File: src/rtl/playback_sequencer.sv
// Playback sequencer: walks the note memory, times each note in AUTOPLAY
// and waits for matching keys in LEARNING, counting hits and misses.
module playback_sequencer #(
    parameter int DATA_WIDTH  = 8,
    parameter int BEAT_CYCLES = 12_500_000,
    parameter int GAP_CYCLES  = 1_250_000,
    parameter int MEM_TIMEOUT = 1024,
    parameter int MAX_NOTES   = 256
) (
    input  logic                  clk,
    input  logic                  rst,
    input  logic [1:0]            mode,
    input  logic                  start,
    input  logic                  stop,
    input  logic                  pause,
    input  logic [4:0]            key_in,
    input  logic                  key_valid,
    input  logic [DATA_WIDTH-1:0] mem_data,
    input  logic                  mem_ready,
    output logic                  mem_read_en,
    output logic                  mem_read_rst,
    output logic [4:0]            note_out,
    output logic                  note_valid,
    output logic                  busy,
    output logic                  done,
    output logic                  timeout_err,
    output logic [7:0]            hit_count,
    output logic [7:0]            miss_count
);

    localparam int FW = $clog2(MAX_NOTES + 1);
    localparam int WW = $clog2(MEM_TIMEOUT + 1);
    localparam logic [31:0] GAP_LOAD = 32'(GAP_CYCLES - 1);

    typedef enum logic [2:0] {
        IDLE, REWIND, FETCH, WAIT, PLAY, PROMPT, GAP, DONE
    } state_t;

    state_t        state;
    logic [1:0]    run_mode;
    logic [31:0]   timer;
    logic [WW-1:0] wait_cnt;
    logic [FW-1:0] fetch_cnt;
    logic          nv_q;
    logic          abort;
    logic [3:0]    units;
    logic [31:0]   play_load;

    assign busy  = (state != IDLE) && (state != DONE);
    assign done  = (state == DONE);
    assign abort = busy && (stop || (mode != run_mode));

    // pause and abort silence the tone in the same cycle they arrive
    assign note_valid = nv_q && !pause && !abort;

    assign units     = (mem_data[2:0] == 3'd0) ? 4'd8 : {1'b0, mem_data[2:0]};
    assign play_load = 32'(units) * 32'(BEAT_CYCLES) - 32'd1;

    always_ff @(posedge clk or posedge rst) begin
        if (rst) begin
            state        <= IDLE;
            run_mode     <= 2'b00;
            timer        <= '0;
            wait_cnt     <= '0;
            fetch_cnt    <= '0;
            nv_q         <= 1'b0;
            note_out     <= 5'd0;
            mem_read_en  <= 1'b0;
            mem_read_rst <= 1'b0;
            timeout_err  <= 1'b0;
            hit_count    <= 8'd0;
            miss_count   <= 8'd0;
        end else begin
            mem_read_en  <= 1'b0;
            mem_read_rst <= 1'b0;
            if (abort) begin
                state        <= IDLE;
                mem_read_rst <= 1'b1;
                nv_q         <= 1'b0;
            end else begin
                unique case (state)
                    IDLE, DONE: begin
                        if (stop) begin
                            state <= IDLE;
                        end else if (start && !mode[1]) begin
                            state        <= REWIND;
                            run_mode     <= mode;
                            mem_read_rst <= 1'b1;
                            hit_count    <= 8'd0;
                            miss_count   <= 8'd0;
                            timeout_err  <= 1'b0;
                            fetch_cnt    <= '0;
                        end
                    end
                    REWIND: state <= FETCH;
                    FETCH: begin
                        if (fetch_cnt == FW'(MAX_NOTES)) begin
                            state <= DONE;
                        end else begin
                            mem_read_en <= 1'b1;
                            fetch_cnt   <= fetch_cnt + 1'b1;
                            wait_cnt    <= '0;
                            state       <= WAIT;
                        end
                    end
                    WAIT: begin
                        if (mem_ready) begin
                            if (mem_data == '0) begin
                                state <= DONE;
                            end else begin
                                note_out <= mem_data[7:3];
                                nv_q     <= (mem_data[7:3] != 5'd0);
                                timer    <= play_load;
                                state    <= run_mode[0] ? PROMPT : PLAY;
                            end
                        end else if (wait_cnt == WW'(MEM_TIMEOUT - 1)) begin
                            timeout_err <= 1'b1;
                            state       <= DONE;
                        end else begin
                            wait_cnt <= wait_cnt + 1'b1;
                        end
                    end
                    PLAY: begin
                        if (!pause) begin
                            if (timer == 32'd0) begin
                                nv_q  <= 1'b0;
                                timer <= GAP_LOAD;
                                state <= GAP;
                            end else begin
                                timer <= timer - 32'd1;
                            end
                        end
                    end
                    PROMPT: begin
                        if (note_out == 5'd0) begin
                            nv_q  <= 1'b0;
                            timer <= GAP_LOAD;
                            state <= GAP;
                        end else if (!pause && key_valid) begin
                            if (key_in == note_out) begin
                                if (hit_count != 8'hFF)
                                    hit_count <= hit_count + 8'd1;
                                nv_q  <= 1'b0;
                                timer <= GAP_LOAD;
                                state <= GAP;
                            end else if (miss_count != 8'hFF) begin
                                miss_count <= miss_count + 8'd1;
                            end
                        end
                    end
                    GAP: begin
                        if (!pause) begin
                            if (timer == 32'd0)
                                state <= FETCH;
                            else
                                timer <= timer - 32'd1;
                        end
                    end
                    default: state <= IDLE;
                endcase
            end
        end
    end

endmodule
File: config.mk
export PLATFORM = sky130hd
export DESIGN_NAME = playback_sequencer
export DESIGN_NICKNAME = d
export VERILOG_FILES = /design/src/rtl/playback_sequencer.sv
export SDC_FILE = /design/constraint.sdc
export NUM_CORES = 1
export LEC_CHECK = 0
export ABC_CLOCK_PERIOD_IN_PS = 3200
export CORE_MARGIN = 2
export CORE_UTILIZATION = 35
export CTS_BUF_LIST = sky130_fd_sc_hd__clkbuf_2
export CTS_CLUSTER_SIZE = 30
export DETAILED_ROUTE_END_ITERATION = 10
export PLACE_DENSITY_LB_ADDON = 0.12
export SLEW_MARGIN = 20
export SYNTH_ARGS = -nofsm -noshare
export SYNTH_HDL_FRONTEND = slang
export SYNTH_SLANG_ARGS = --single-unit
File: constraint.sdc
create_clock -name clk -period 3.2 [get_ports clk]
set_input_delay 0.48 -clock clk [delete_from_list [all_inputs] [get_ports clk]]
set_output_delay 0.48 -clock clk [all_outputs]
set_load 0.01 [all_outputs]
# Word-level counts from Yosys, hierarchy flattened
# Cells that the tools add are included.
# classes
reduce_logical	34
muxes	68
n_bitwise	3
add_sub_neg	6
n_eq_ne	43
multipliers	1
# op_table
op	n
$mux 32	9
$pmux 32 s4	1
$mux 8	10
$mux 3	13
$ne 2x2->1 const B	17
$mux 11	3
$logic_not 32->1	1
$pmux 8 s2	2
$sub 32x1->32 const B	1
$sub 28x1->29 const B	1
$mux 9	3
$ne 3x3->1 const B	9
$reduce_and 8->1	3
$mul 4x19->23 const B	1
$pmux 11 s2	1
$pmux 3 s7	1
$mux 1	20
$pmux 9 s2	1
$add 8x1->8 const B	2
$ne 4x4->1 const B	4
$ne 8x8->1 const B	2
$eq 3x3->1 const B	4
$add 11x1->11 const B	1
$eq 11x10->1 const B	1
27 further kinds	44
# word_totals
inputBits	22
regBits	82
out_inout_bits	27

# Logic depth before layout (Yosys ltp)
# depth
word_depth	7
mapped_depth	16
ltp_nobuf	14

# Least setup slack after synthesis
# No wires, ideal clock.
# synth_timing
path_type	input to register
startpoint	in mem_data[2]
endpoint	reg timer[28]
t_required_ns	3.131
path_slack_ns	-0.976
arrival_time_ns	4.107
path_stages	15
cell_sequence	clkbuf_1 -> inv_1 -> nand2_1 -> o21ai_0 -> fa_1 -> inv_1 -> ha_1 -> clkbuf_1 -> a21oi_1 -> nand2_1 -> o311ai_0 -> o311ai_0 -> nor4b_1 -> nand4_1 -> nand2_1
# synth_between
elab_chain_len	7
word_cells_on_any_way	10
cone_classes	1 x add/sub; 1 x mul; 1 x eq/ne; 4 x mux; 3 x reduce/logical
# synth_lines
item	line	rtl
from (decl)	18	input logic [DATA_WIDTH-1:0] mem_data,
$logic_not 3->1	56	assign units = (mem_data[2:0] == 3'd0) ? 4'd8 : {1'b0, mem_data[2:0]};
$mux 4	56	
$mul 4x19->23	57	assign play_load = 32'(units) * 32'(BEAT_CYCLES) - 32'd1;
$sub 28x1->29	57	
$mux 32	108	if (mem_data == '0) begin
$mux 32	107	if (mem_ready) begin
$pmux 32 s4	81	unique case (state)
to (signal assigned)	113	timer <= play_load;
to (signal assigned)	130	timer <= timer - 32'd1;
to (signal assigned)	156	timer <= timer - 32'd1;
to (decl)	41	logic [31:0] timer;
# Parallel ways exist; a longest one is shown, timed or not. The select of a mux whose other input is x is not followed.
# A chain may end at the register's enable or synchronous reset.

# Worst setup path after layout
# layout_timing
startpoint	reg timer[1]
endpoint	reg state[2]
# layout_between
elab_chain_len	3
word_cells_on_any_way	4
cone_classes	2 x eq/ne; 2 x reduce/logical
# layout_lines
item	line	rtl
$logic_not 32->1 *	125, 153	
$ne 3x3->1 (no source line)	n/a	
$reduce_and 8->1 (no source line) *	n/a	
to (signal assigned)	114	state <= run_mode[0] ? PROMPT : PLAY;
to (decl)	39	state_t state;
# Mark *: on every way between the ends. The rest lies on a longest branch, timed or not.

==> impl_metrics.py <==
metrics = {
    "synth": {
        "synth_top_family_by_area": "simple AND/OR/NAND/NOR gates",
        "ys_types": 67,
        "ys_seq_area_frac": 0.358,
        "synth_xor_area_frac": 0.0719,
        "synth.avg_cell_area_um2": 8.22,
        "synth_ff_type": "dfrtp_1",
        "ys.warnings.count": 0,
        "synth_area_um2": 5720,
        "synth-adder-area-share": 0.0721,
        "async_flop_share": 1.00,
        "syn-num-nets": 748,
        "synth_compound_area_frac": 0.186,
        "synth_mux_area_frac": 0.00350,
        "ys_seq_elements": 82,
        "syn_inst": 696,
        "synthSimpleGateAreaFrac": 0.269,
        "synth-edff-count": 0,
    },
    "sta": {
        "slew-limit-headroom": 0.480,
        "finalHoldViolCount": 0,
        "min_period_over_period": 0.956,
        "whs_ps": 253,
        "slew_viol_final": 0,
        "clock_skew_ps": 46.3,
        "rsz0062_at_grt": "false",
        "period_minus_slack_ps": 3060,
        "max_freq_ghz": 0.327,
        "final-setup-viol-count": 0,
        "fin_tns_setup_ps": 0,
        "setup_slack_ps": 142,
        "worst_pin_slew_ps": 781,
    },
    "global_routing": {
        "grt_pass1_vias": 5621,
        "antenna_found_initial": 1,
        "track_usage": 0.198,
        "grt_pass1_wl_um": 28200,
        "overflow": 0,
        "grt_max_degree": 44,
    },
    "clock_tree": {
        "cts.sinks": 82,
        "htreeDepth": 3,
        "cts_tree": "done",
        "clk-insertion-delay-late_ps": 620,
        "path_clk_slew_ps": 240,
        "clockBufferDepth": 2,
        "holdBufCountCts": 0,
        "numCtsBuffers": 9,
        "cts-root-buf": "clkbuf_2",
    },
    "worst_setup_path": {
        "timing.rr.start": "timer[1]$_DFFE_PP0P_",
        "cp-end-kind": "register",
        "cp.required_ps": 3730,
        "worstSetupStartpointType": "register",
        "r2r_slack_ps": 140,
        "crit_arrival_ps": 3590,
        "crit_type": "register to register",
        "r2r_end": "state[2]$_DFFE_PP0P_",
        "path_max_fanout": 7,
        "rr_worst_depth": 11,
    },
    "layout": {
        "drive_above_1_share": 0.205,
        "area_delta_synth_final_pct": 31.2,
        "post-route-util": 0.471,
        "nets": 885,
        "final_area_um2": 7510,
        "fin_cells": 1055,
    },
    "detailed_routing": {
        "wire_per_inst_um": 15.9,
        "final_antenna_net_count": 0,
        "drtIter0Drc": 314,
        "drt-total-wl_um": 16800,
        "firstDrtPassIters": 5,
        "vias_per_cell": 5.35,
        "drc_errors": 0,
        "vias": 5645,
    },
    "power": {
        "power.density_nw_per_um2": 490,
        "switchingPower_mw": 1.49,
        "p_leak_nw": 3.38,
        "finalPower_mw": 3.68,
        "pwr-share-clk": 0.159,
        "pwr-share-comb": 0.445,
        "switching_share": 0.405,
        "p_int_mw": 2.19,
        "seqPwrFrac": 0.396,
        "ir_drop_mv": 0.217,
    },
    "placement": {
        "dpl_worst_slack_ps": -940,
        "place_inst": 1025,
        "place_congestion": 0.883,
        "placed_area_um2": 7170,
        "io_buffers": 48,
        "dp_hpwl_um": 12400,
    },
    "run_status": {
        "outcome": "finished clean",
    },
    "floorplanning": {
        "coreArea_um2": 15900,
        "io_pins": 49,
        "std_cell_rows": 46,
        "initial_core_util": 0.359,
        "dieHeight_um": 132,
        "dieWidth_um": 132,
        "fp.dieArea_um2": 17400,
    },
    "worst_hold_path": {
        "hp-class": "input port to asynchronous set/reset pin",
    },
    "run": {
        "maxCapViolCount": 0,
    },
}
## area by class of cell
class | instances | area [µm²]
fill | 1606 | 8430
multi-input combinational | 558 | 3650
sequential | 82 | 2060
timing repair buffer | 151 | 1290
tap | 216 | 270
inverter | 31 | 128
clock inverter | 6 | 65.1
clock buffer | 10 | 50.0
antenna | 1 | 2.50
## metal layers
| metal | up-vias | GRT usage | wire length (µm) |
|---|---|---|---|
| li1 | 2764 | - | - |
| met1 | 2748 | 0.250 | 7610 |
| met2 | 111 | 0.348 | 8420 |
| met3 | 22 | 0.0231 | 460 |
| met4 | 0 | 0.0694 | 309 |
| met5 | - | 0 | 0 |
## kinds of logic after synthesis
kind of cell | Yosys count
simple gates | 310
compound gates | 168
flops | 82
buf+inv | 56
xor+xnor | 47
fa+ha+maj | 30
mux | 2
other cells | 1
## state kept, by name (all words and copies together) (netlist names)
name,count
miss_count,8
state,3
nv_q,1
mem_read_rst,1
hit_count,8
timeout_err,1
note_out,5
fetch_cnt,9
run_mode,2
wait_cnt,11
mem_read_en,1
timer,32
## repair_timing
| action | CTS | global route |
|---|---|---|
| gates cloned | 0 | 2 |
| pin swaps | 14 | 13 |
| buffers inserted | 5 | 9 |
| gates resized for setup | 26 | 26 |
| setup endpoints to repair | 11 | 35 |
## cells in the mapped netlist, drive strengths merged (3+ instances only)
| master | count | area share |
|---|---|---|
| o221ai | 3 | 0.0046 |
| a21o | 5 | 0.0066 |
| o311ai | 7 | 0.011 |
| dfrtp | 82 | 0.36 |
| nor4b | 3 | 0.0046 |
| xor2 | 27 | 0.041 |
| ha | 25 | 0.055 |
| or2 | 5 | 0.0055 |
| o31ai | 4 | 0.0052 |
| o211ai | 5 | 0.0066 |
| a22o | 4 | 0.0061 |
| and4 | 4 | 0.0061 |
| buf | 6 | 0.0050 |
| and3 | 12 | 0.013 |
| nor2 | 71 | 0.047 |
| a21oi | 37 | 0.033 |
| inv | 31 | 0.020 |
| fa | 5 | 0.017 |
| a31oi | 9 | 0.0098 |
| nand2 | 91 | 0.060 |
| o22ai | 3 | 0.0033 |
| nand4 | 11 | 0.012 |
| or4 | 4 | 0.0059 |
| nor3b | 3 | 0.0039 |
| nor2b | 8 | 0.0087 |
| nand3 | 27 | 0.024 |
| a211oi | 4 | 0.0070 |
| o21ai | 63 | 0.055 |
| or3 | 17 | 0.019 |
| nor4 | 14 | 0.016 |
| clkbuf | 19 | 0.012 |
| nand2b | 6 | 0.0079 |
| a32oi | 3 | 0.0046 |
| xnor2 | 20 | 0.031 |
| and2 | 3 | 0.0033 |
| nor3 | 25 | 0.024 |
## power by group through the flow
| stage | Clock (mW) | Sequential [mW] | Combinational, mW |
|---|---|---|---|
| after detailed placement | 0 | 1.47 | 1.55 |
| after CTS | 0.605 | 1.46 | 1.60 |
| after global placement | 0 | 1.47 | 1.54 |
| after floorplan | 0 | 1.43 | 0.933 |
| after global routing | 0.647 | 1.49 | 1.83 |
| final | 0.586 | 1.46 | 1.64 |
## worst max path at each step
stage,from,endpoint,slack (ps),cells after the start
final,timer[1]$_DFFE_PP0P_,state[2]$_DFFE_PP0P_,140,11
after global routing,mem_data[2],timer[30]$_DFFE_PP0P_,7,18
after CTS,timer[1]$_DFFE_PP0P_,state[0]$_DFFE_PP0P_,10,10
after detailed placement,mem_data[2],timer[30]$_DFFE_PP0P_,-940,16
after global placement,mem_data[2],timer[30]$_DFFE_PP0P_,-830,16
after floorplan,mem_data[2],timer[28]$_DFFE_PP0P_,-350,14
## layout by cell type (no fill, tap or decap), types with 4 or more instances in the layout
cell type	instances
a21o_1	5
a21oi_1	33
a21oi_2	4
a22o_1	4
a31oi_1	8
and3_1	12
and4_1	4
buf_4	97
clkbuf_2	11
clkdlybuf4s50_1	44
dfrtp_1	79
fa_1	4
ha_1	21
ha_4	4
inv_1	28
nand2_1	85
nand2_2	4
nand2b_1	5
nand3_1	27
nand4_1	11
nor2_1	70
nor2b_1	8
nor3_1	21
nor4_1	12
o211ai_1	5
o21ai_0	57
o21ai_1	4
o31ai_1	4
or2_2	5
or3_1	17
xnor2_1	20
xor2_1	27
## worst max-delay path, stage by stage (launching register included)
cell and delay, ps:
dfrtp_1 430, inv_1 110, ha_4 160, or4b_4 460, nand2b_4 190, or4_4 600
nor3_4 280, a211oi_1 120, a211oi_2 160, buf_4 160, o21ai_1 80, a32o_1 230
(Power assumes the default switching activity.)
